[config.mk]
export PLATFORM = sky130hd
export DESIGN_NAME = buzzer_arbiter
export DESIGN_NICKNAME = d
export VERILOG_FILES = /design/src/rtl/buzzer_pkg.sv /design/src/rtl/buzz_tone_gen.sv /design/src/rtl/buzzer_arbiter.sv
export SDC_FILE = /design/constraint.sdc
export NUM_CORES = 1
export LEC_CHECK = 0
export BUFFER_PORTS_ARGS = -buffer_cell sky130_fd_sc_hd__buf_2
export CORE_UTILIZATION = 51
export CTS_BUF_LIST = sky130_fd_sc_hd__clkbuf_4 sky130_fd_sc_hd__clkbuf_8
export DETAILED_ROUTE_END_ITERATION = 8
export PLACE_DENSITY = 0.68
export REMOVE_ABC_BUFFERS = 1
export SLEW_MARGIN = 30
export SYNTH_ARGS = -nofsm -noshare
export SYNTH_HDL_FRONTEND = slang
export SYNTH_SLANG_ARGS = --single-unit
[constraint.sdc]
create_clock -name clk -period 2.5 [get_ports clk]
set_input_delay 0.125 -clock clk [delete_from_list [all_inputs] [get_ports clk]]
set_output_delay 0.125 -clock clk [all_outputs]
set_load 0.03 [all_outputs]
[src/rtl/buzzer_pkg.sv]
// Shared definitions for the buzzer arbiter.
//   buzz_state_e   : sequencing states IDLE / ON / OFF
//   DEF_TONE_DIVk  : default tone period-1 values (50 MHz clock)
//   cnt_w / max_u  : width helpers for counters sized from their maximum value
package buzzer_pkg;

  typedef enum logic [1:0] {
    ST_IDLE = 2'd0,
    ST_ON   = 2'd1,
    ST_OFF  = 2'd2
  } buzz_state_e;

  localparam int unsigned DEF_TONE_DIV0 = 190839;  // 262 Hz
  localparam int unsigned DEF_TONE_DIV1 = 151685;  // 330 Hz
  localparam int unsigned DEF_TONE_DIV2 = 127551;  // 392 Hz

  // Bits needed to hold values 0..max_val (at least 1).
  function automatic int unsigned cnt_w(input int unsigned max_val);
    return (max_val < 1) ? 1 : $clog2(max_val + 1);
  endfunction

  function automatic int unsigned max_u(input int unsigned a, input int unsigned b);
    return (a > b) ? a : b;
  endfunction

endpackage

[src/rtl/buzz_tone_gen.sv]
// Square-wave tone generator.
//   clk  : system clock
//   rst  : synchronous reset, active-high
//   clr  : synchronous restart of the period counter
//   div  : tone period-1 in clk cycles
//   tone : high while freq_cnt >= div>>1 (roughly 50% duty)
module buzz_tone_gen #(
  parameter int unsigned W = 18
) (
  input  logic         clk,
  input  logic         rst,
  input  logic         clr,
  input  logic [W-1:0] div,
  output logic         tone
);

  logic [W-1:0] freq_cnt;

  // >= rather than == so a divider change mid-count still wraps promptly
  always_ff @(posedge clk) begin
    if (rst || clr) begin
      freq_cnt <= '0;
    end else if (freq_cnt >= div) begin
      freq_cnt <= '0;
    end else begin
      freq_cnt <= freq_cnt + W'(1);
    end
  end

  assign tone = (freq_cnt >= (div >> 1));

endmodule

[src/rtl/buzzer_arbiter.sv]
// Fixed-priority buzzer arbiter: shares one beep pin between N_REQ alarm
// sources. The granted source plays BURSTS beeps of ON_TICKS tone followed
// by OFF_TICKS silence, then the block re-arbitrates (highest index wins).
//   clk   : system clock
//   rst   : synchronous reset, active-high
//   req   : level requests, already synchronous to clk
//   mute  : forces beep low, sequencing unaffected
//   grant : one-hot current owner, zero when idle
//   busy  : high in ON/OFF
//   beep  : registered buzzer drive
// Build option: define BUZZ_PREEMPT_EN to let a higher-index request
// preempt an active burst set (restarting it under the new tone).
module buzzer_arbiter
  import buzzer_pkg::*;
#(
  parameter int unsigned N_REQ     = 3,
  parameter int unsigned TONE_DIV0 = DEF_TONE_DIV0,
  parameter int unsigned TONE_DIV1 = DEF_TONE_DIV1,
  parameter int unsigned TONE_DIV2 = DEF_TONE_DIV2,
  parameter int unsigned TICK_DIV  = 50000,
  parameter int unsigned ON_TICKS  = 200,
  parameter int unsigned OFF_TICKS = 100,
  parameter int unsigned BURSTS    = 3
) (
  input  logic             clk,
  input  logic             rst,
  input  logic [N_REQ-1:0] req,
  input  logic             mute,
  output logic [N_REQ-1:0] grant,
  output logic             busy,
  output logic             beep
);

  localparam int unsigned IDX_W   = cnt_w(N_REQ - 1);
  localparam int unsigned FREQ_W  = cnt_w(max_u(TONE_DIV0, max_u(TONE_DIV1, TONE_DIV2)));
  localparam int unsigned PRE_W   = cnt_w(TICK_DIV - 1);
  localparam int unsigned TICK_W  = cnt_w(max_u(ON_TICKS, OFF_TICKS) - 1);
  localparam int unsigned BURST_W = cnt_w(BURSTS);

  localparam logic [PRE_W-1:0]   PRE_LAST   = PRE_W'(TICK_DIV - 1);
  localparam logic [TICK_W-1:0]  ON_LAST    = TICK_W'(ON_TICKS - 1);
  localparam logic [TICK_W-1:0]  OFF_LAST   = TICK_W'(OFF_TICKS - 1);
  localparam logic [BURST_W-1:0] BURST_INIT = BURST_W'(BURSTS);

  buzz_state_e        state;
  logic [IDX_W-1:0]   grant_idx;
  logic [PRE_W-1:0]   pre_cnt;
  logic [TICK_W-1:0]  tick_cnt;
  logic [BURST_W-1:0] burst_cnt;

  logic [IDX_W-1:0]   req_idx;
  logic [N_REQ-1:0]   req_onehot;
  logic               req_any;
  logic               tick_end;
  logic               on_done;
  logic               off_done;
  logic               last_burst;
  logic               preempt;
  logic               enter_on;
  logic [FREQ_W-1:0]  div_sel;
  logic               tone;

  always_comb begin
    req_any = |req;
    req_idx = '0;
    for (int unsigned i = 0; i < N_REQ; i++) begin
      if (req[i]) req_idx = IDX_W'(i);
    end
    req_onehot          = '0;
    req_onehot[req_idx] = 1'b1;

    tick_end   = (pre_cnt == PRE_LAST);
    on_done    = (state == ST_ON)  && tick_end && (tick_cnt == ON_LAST);
    off_done   = (state == ST_OFF) && tick_end && (tick_cnt == OFF_LAST);
    last_burst = (burst_cnt == BURST_W'(1));

`ifdef BUZZ_PREEMPT_EN
    preempt = (state != ST_IDLE) && req_any && (req_idx > grant_idx);
`else
    preempt = 1'b0;
`endif

    enter_on = ((state == ST_IDLE) && req_any) || (off_done && !last_burst) || preempt;

    if (grant_idx == IDX_W'(0)) begin
      div_sel = FREQ_W'(TONE_DIV0);
    end else if (grant_idx == IDX_W'(1)) begin
      div_sel = FREQ_W'(TONE_DIV1);
    end else begin
      div_sel = FREQ_W'(TONE_DIV2);
    end
  end

  buzz_tone_gen #(
    .W (FREQ_W)
  ) u_tone (
    .clk  (clk),
    .rst  (rst),
    .clr  (enter_on),
    .div  (div_sel),
    .tone (tone)
  );

  always_ff @(posedge clk) begin
    if (rst) begin
      state     <= ST_IDLE;
      grant     <= '0;
      grant_idx <= '0;
      busy      <= 1'b0;
      beep      <= 1'b0;
      pre_cnt   <= '0;
      tick_cnt  <= '0;
      burst_cnt <= '0;
    end else begin
      // The beep register is cleared on the last ON cycle and on a preempt
      // so OFF is silent from its first cycle and a new grant starts low.
      beep <= (state == ST_ON) && !on_done && !preempt && !mute && tone;

      if (enter_on) begin
        state    <= ST_ON;
        busy     <= 1'b1;
        pre_cnt  <= '0;
        tick_cnt <= '0;
        if ((state == ST_IDLE) || preempt) begin
          grant     <= req_onehot;
          grant_idx <= req_idx;
          burst_cnt <= BURST_INIT;
        end else begin
          burst_cnt <= burst_cnt - BURST_W'(1);
        end
      end else if (on_done) begin
        state    <= ST_OFF;
        pre_cnt  <= '0;
        tick_cnt <= '0;
      end else if (off_done) begin
        state     <= ST_IDLE;
        busy      <= 1'b0;
        grant     <= '0;
        grant_idx <= '0;
        burst_cnt <= '0;
        pre_cnt   <= '0;
        tick_cnt  <= '0;
      end else if (state != ST_IDLE) begin
        if (tick_end) begin
          pre_cnt  <= '0;
          tick_cnt <= tick_cnt + TICK_W'(1);
        end else begin
          pre_cnt <= pre_cnt + PRE_W'(1);
        end
      end
    end
  end

endmodule

==> impl_metrics.toml, run 1 <==
[power]
total_power_mw = 1.55
vdd_drop_max_uv = 284
p_leak_nw = 1.26
cellPowerDensity_nw_per_um2 = 471

[clock_tree]
clock_latency_ns = 0.30
htreeDepth = 2
cts_hold_buf = 0
cts_num_sinks = 53
cts_buffers = 5
clockBufferDepth = 2
clkTransAtPathRegs_ns = 0.10
cts_root_buffer = "clkbuf_8"
cts_tree = "done"

[floorplan]
start_util_pct = 53.9
dieArea_um2 = 6280
die_y_um = 79.2
io_pins = 11
core_area_um2 = 5640
rows = 27
die_x_um = 79.2

[setup_path]
crit_type = "flip-flop to flip-flop"
path_cells = "or2_2, ha_1, nand3_1, a2111oi_0, o22ai_1, o2111ai_4, buf_12, nor3_1"
start_kind = "flip-flop"
crit_fanout = 18
slowest_stage = "or2_2"
max_stage_delay_ns = 0.38
worstRegToRegCells = 8
required_ns = 2.69
end_kind = "flip-flop"
crit_arrival_ns = 2.43

[routing]
wirelength_mm = 6.26
vias = 2473
drt_pass1_iterations = 4
drt_iter0_drc = 192
antenna_left = 0
vias_per_cell = 5.70
routedWlPerCell_um = 14.4
drc = 0

[layout]
area_growth_pct = 8.14
layout_commonest_cell = "dfxtp_1"
final_nets = 392
antenna_cells = 0
n_fill_cell = 512
most-common-layout-cells = "53 x dfxtp_1, 32 x nor2_1, 26 x nand3_1, 25 x ha_1, 23 x nand2_1"
drive_gt1_share_pct = 10.2

[sta]
tns_ns = 0
finClkSkew_ns = 0.00928
slew_headroom_pct = 62.0
worst_slew_pin_slew_ns = 0.568
worst_slack_ns = 0.270
finalSetupViolCount = 0
layout_min_cycle_time_ns = 2.23
rsz0062_at_grt = "no"
fmax_mhz = 448
hold_violations = 0
finalCritPeriodShare_pct = 89.2
drv_slew = 0

[synth]
synthTopCellsByArea = "dfxtp_1 35%, ha_1 10%, xor2_1 6.0%, xnor2_1 5.2%, nand3_1 4.3%"
synth_edf_count = 0
synth_warnings = 0
syn_inst = 347
yosysTopAreaCell = "dfxtp_1"
ys.flop_type = "dfxtp_1"
synth.distinct_cells = 55
synthArstFlopShare_pct = 0
synth-seq-cells = 53
synth_area_um2 = 3040
seq_area_frac_synth_pct = 34.9
syn_avg_cell_area_um2 = 8.77
synth_top_area_share_pct = 34.9

[placement]
place_congestion = 0.822
io_buffers = 10
dp_hpwl_mm = 4.74
dp_slack_ns = 0.213

[grt]
grt_pass1_vias = 2191
overflow = 0
antenna_found_initial = 0
grt_pass1_wl_mm = 10.6
grt_max_degree = 19
grt.total_usage_pct = 21.4

[min_path]
hp-class = "input pin to flip-flop"
min_path_cells = 4

[run_status]
status = "finished, final reports clean"

[flow_run]
cap_viol_max_count = 0
-- cell usage after synthesis (all sizes together), types with 2 or more instances --
library cell and n:
inv 15, o21a 2, o22ai 2, ha 25
o21bai 2, or2 3, o31ai 2, xor2 21
a21o 4, dfxtp 53, nor4 10, and3 8
o21ai 5, nor4b 3, buf 8, nor3 22
nand3 28, nand2b 2, xnor2 18, nor3b 2
o211ai 3, a31oi 2, and4bb 2, nand2 23
and4 3, a21oi 15, nand4 10, a211oi 4
nor2 32, nor2b 3
-- area by class of cell --
class / instances / area (um2) / area share, %
inverters: 15 / 56.3 / 1.71
repair buffers: 16 / 120 / 3.65
multi-input cells: 270 / 1860 / 56.6
well taps: 72 / 90.1 / 2.74
flip-flops and latches: 53 / 1060 / 32.3
clock inverters: 2 / 17.5 / 0.533
clock buffers: 6 / 82.6 / 2.51
-- final timing paths --
kind / slack [ns] / start / endpoint
max: 0.27 / grant_idx[1] / u_tone.freq_cnt[5]
min: 0.07 / mute / beep
max reg2reg: 0.27 / grant_idx[1] / u_tone.freq_cnt[5]
min reg2reg: 0.47 / burst_cnt[1] / burst_cnt[1]
-- timing repair --
action,in CTS,in global routing
buffers inserted,0,1
endpoints found under the setup margin,0,1
gates resized for setup,0,0
-- logic make-up (layout without fill, tap and decap cells) --
group / after synthesis / count (layout) / share of synthesized area (%)
buf+inv: 24 / 39 / 3.91
compound gates: 50 / 50 / 12.0
mux: 1 / 1 / 0.329
xor+xnor: 39 / 39 / 11.2
flops: 53 / 53 / 34.9
fa+ha+maj: 25 / 25 / 10.3
simple gates: 155 / 155 / 27.4
-- state kept, by name, indices dropped and copies added (netlist names) --
name,cells
u_tone.freq_cnt,18
pre_cnt,16
tick_cnt,8
grant,3
burst_cnt,2
grant_idx,2
state,2
beep,1
busy,1
-- metrics by stage --
stage,instances,area [um2],util [%],hold WS (ns)
after detailed placement,425,3170,56.2,0.394
after CTS,433,3270,58.0,0.0694
after global placement,425,3170,56.2,0.389
after global routing,434,3290,58.3,0.103
after floorplan,338,2980,-,0.194
final,434,3290,58.3,0.0726
-- report_power, final --
part / internal [mW] / total, mW / switching [mW]
sequential: 0.859 / 0.874 / 0.0151
clock: 0.231 / 0.518 / 0.288
combinational: 0.0585 / 0.158 / 0.0997
-- critical path: cells and delay by family (launching register included) --
family / cells / cell delay [ns]
AND/OR/NAND/NOR: 3 / 0.55
buffers and inverters: 1 / 0.18
adder cells (fa/ha/maj): 1 / 0.35
flip-flops: 1 / 0.36
AO/OA/AOI/OAI: 3 / 0.67
-- layer usage --
layer	up-vias	routed length, um	global-route usage (%)
li1	1283	-	-
met1	1139	3360	31.5
met2	46	2660	32.5
met3	5	194	2.87
met4	0	42	5.82
met5	-	0	0
Note: power is estimated with default switching activity, not from simulation.
==> run 2, diff against run 1 <==
CORE_UTILIZATION = 60   (was 51)
PLACE_DENSITY = 0.78   (was 0.68)
==> run 2 against run 1 <==
Effect of this change: global-route usage up 3.7 points; critical path type unchanged; via count up 2.3%; non-clock buffer count unchanged; final area down 0.68%; clock skew about the same; worst hold slack worse by 0.013 ns.
==> impl_metrics.toml, run 2 (same netlist as run 1, synthesis figures left out) <==
[clock_tree]
htreeDepth = 2
clock_latency_ns = 0.32
clkTransAtPathRegs_ns = 0.10
cts_num_sinks = 53
cts_buffers = 5
clockBufferDepth = 2
cts_tree = "done"
cts_root_buffer = "clkbuf_8"
cts_hold_buf = 0

[setup_path]
rr_endpoint = "u_tone.freq_cnt[2]"
startpoint = "grant_idx[1]"
end_kind = "flip-flop"
worstRegToRegCells = 9
required_ns = 2.73
crit_arrival_ns = 2.55
start_kind = "flip-flop"
endpoint = "u_tone.freq_cnt[2]"
crit_fanout = 18
crit_type = "flip-flop to flip-flop"
r2r_slack_ns = 0.18
timing.rr.start = "grant_idx[1]"

[layout]
antenna_cells = 0
seqCellArea_um2 = 1060
most-common-layout-cells = "53 x dfxtp_1, 32 x nor2_1, 26 x nand3_1, 25 x ha_1, 23 x nand2_1"
regMostFlops = "u_tone.freq_cnt"
layout_commonest_cell = "dfxtp_1"
reg_top3 = "u_tone.freq_cnt: 18 flops, pre_cnt: 16 flops, tick_cnt: 8 flops"
drive_gt1_share_pct = 10.2
design_area_um2 = 3270
largest_reg_flops = 18
utilization_pct = 68.3
n_fill_cell = 406
multi_input_area_um2 = 1860
final_nets = 392
area_growth_pct = 7.40

[floorplan]
start_util_pct = 63.6
die_x_um = 73.2
rows = 25
dieArea_um2 = 5360
core_area_um2 = 4790
io_pins = 11
die_y_um = 73.2

[grt]
grt_pass1_wl_mm = 10.4
grt.total_usage_pct = 25.2
overflow = 0
grt_max_degree = 19
antenna_found_initial = 0
grt_pass1_vias = 2248

[routing]
drt_pass1_iterations = 4
antenna_left = 0
vias_per_cell = 5.90
routedWlPerCell_um = 14.5
drt_iter0_drc = 157
wirelength_mm = 6.21
drc = 0
vias = 2529

[sta]
rsz0062_at_grt = "no"
fmax_mhz = 432
hold_violations = 0
tns_ns = 0
worst_slew_pin_slew_ns = 0.554
slew_headroom_pct = 62.7
finClkSkew_ns = 0.00938
finalCritPeriodShare_pct = 92.7
finalSetupViolCount = 0
worst_slack_ns = 0.183
drv_slew = 0
layout_min_cycle_time_ns = 2.32

[placement]
dp_slack_ns = 0.150
place_congestion = 0.854
dp_hpwl_mm = 4.71
io_buffers = 10
dpl_cell_area_um2 = 3150

[power]
total_power_mw = 1.53
cellPowerDensity_nw_per_um2 = 470
vdd_drop_max_uv = 272
p_leak_nw = 1.25

[flow_run]
cap_viol_max_count = 0

[min_path]
hp-class = "input pin to flip-flop"

[run_status]
status = "finished, final reports clean"
==> run 2: area by class of cell <==
class	count	share of cell area (%)
clock inverters	3	0.804
flip-flops and latches	53	32.5
repair buffers	16	3.29
clock buffers	5	2.11
well taps	67	2.57
multi-input cells	270	57.0
inverters	15	1.72
==> run 2: routing by layer <==
layer | routed length, um | global-route usage, %
met1 | 2990 | 35.1
met2 | 2950 | 39.6
met3 | 208 | 4.56
met4 | 69 | 7.63
met5 | 0 | 0
==> run 2: how the worst min path moves through the flow <==
| stage | depth (start not counted) | endpoint | from | slack (ns) |
|---|---|---|---|---|
| 2_1_floorplan | 1 | burst_cnt[1] | rst | 0.19 |
| 3_3_place_gp | 4 | beep | mute | 0.39 |
| 3_5_place_dp | 4 | beep | mute | 0.39 |
| 4_1_cts | 4 | beep | mute | 0.06 |
| 5_1_grt | 4 | beep | mute | 0.09 |
| 6_report | 4 | beep | mute | 0.06 |
==> run 2: worst max-delay path, stage by stage (launching register included) <==
cell	delay, ns
dfxtp_1	0.37
or2_2	0.38
inv_1	0.11
ha_1	0.26
a21oi_1	0.21
a2111oi_1	0.13
o22ai_1	0.22
o2111ai_4	0.16
buf_12	0.19
nor3_1	0.20
==> run 2: per-stage QoR <==
step	cells	hold slack (ns)
2_1_floorplan	338	0.194
3_3_place_gp	420	0.391
3_5_place_dp	420	0.393
4_1_cts	428	0.0555
5_1_grt	429	0.0852
6_report	429	0.0591
==> run 2: repair_timing <==
item / 4_1_cts / 5_1_grt
setup endpoints to repair: 0 / 18
gates resized for setup: 0 / 1
setup buffers: 0 / 1
==> run 2: power breakdown <==
| group | leakage, nW | switching [mW] | internal (mW) |
|---|---|---|---|
| Clock | 0.0423 | 0.301 | 0.204 |
| Combinational | 0.776 | 0.0988 | 0.0572 |
| Sequential | 0.429 | 0.0145 | 0.859 |
| Total | 1.25 | 0.415 | 1.12 |
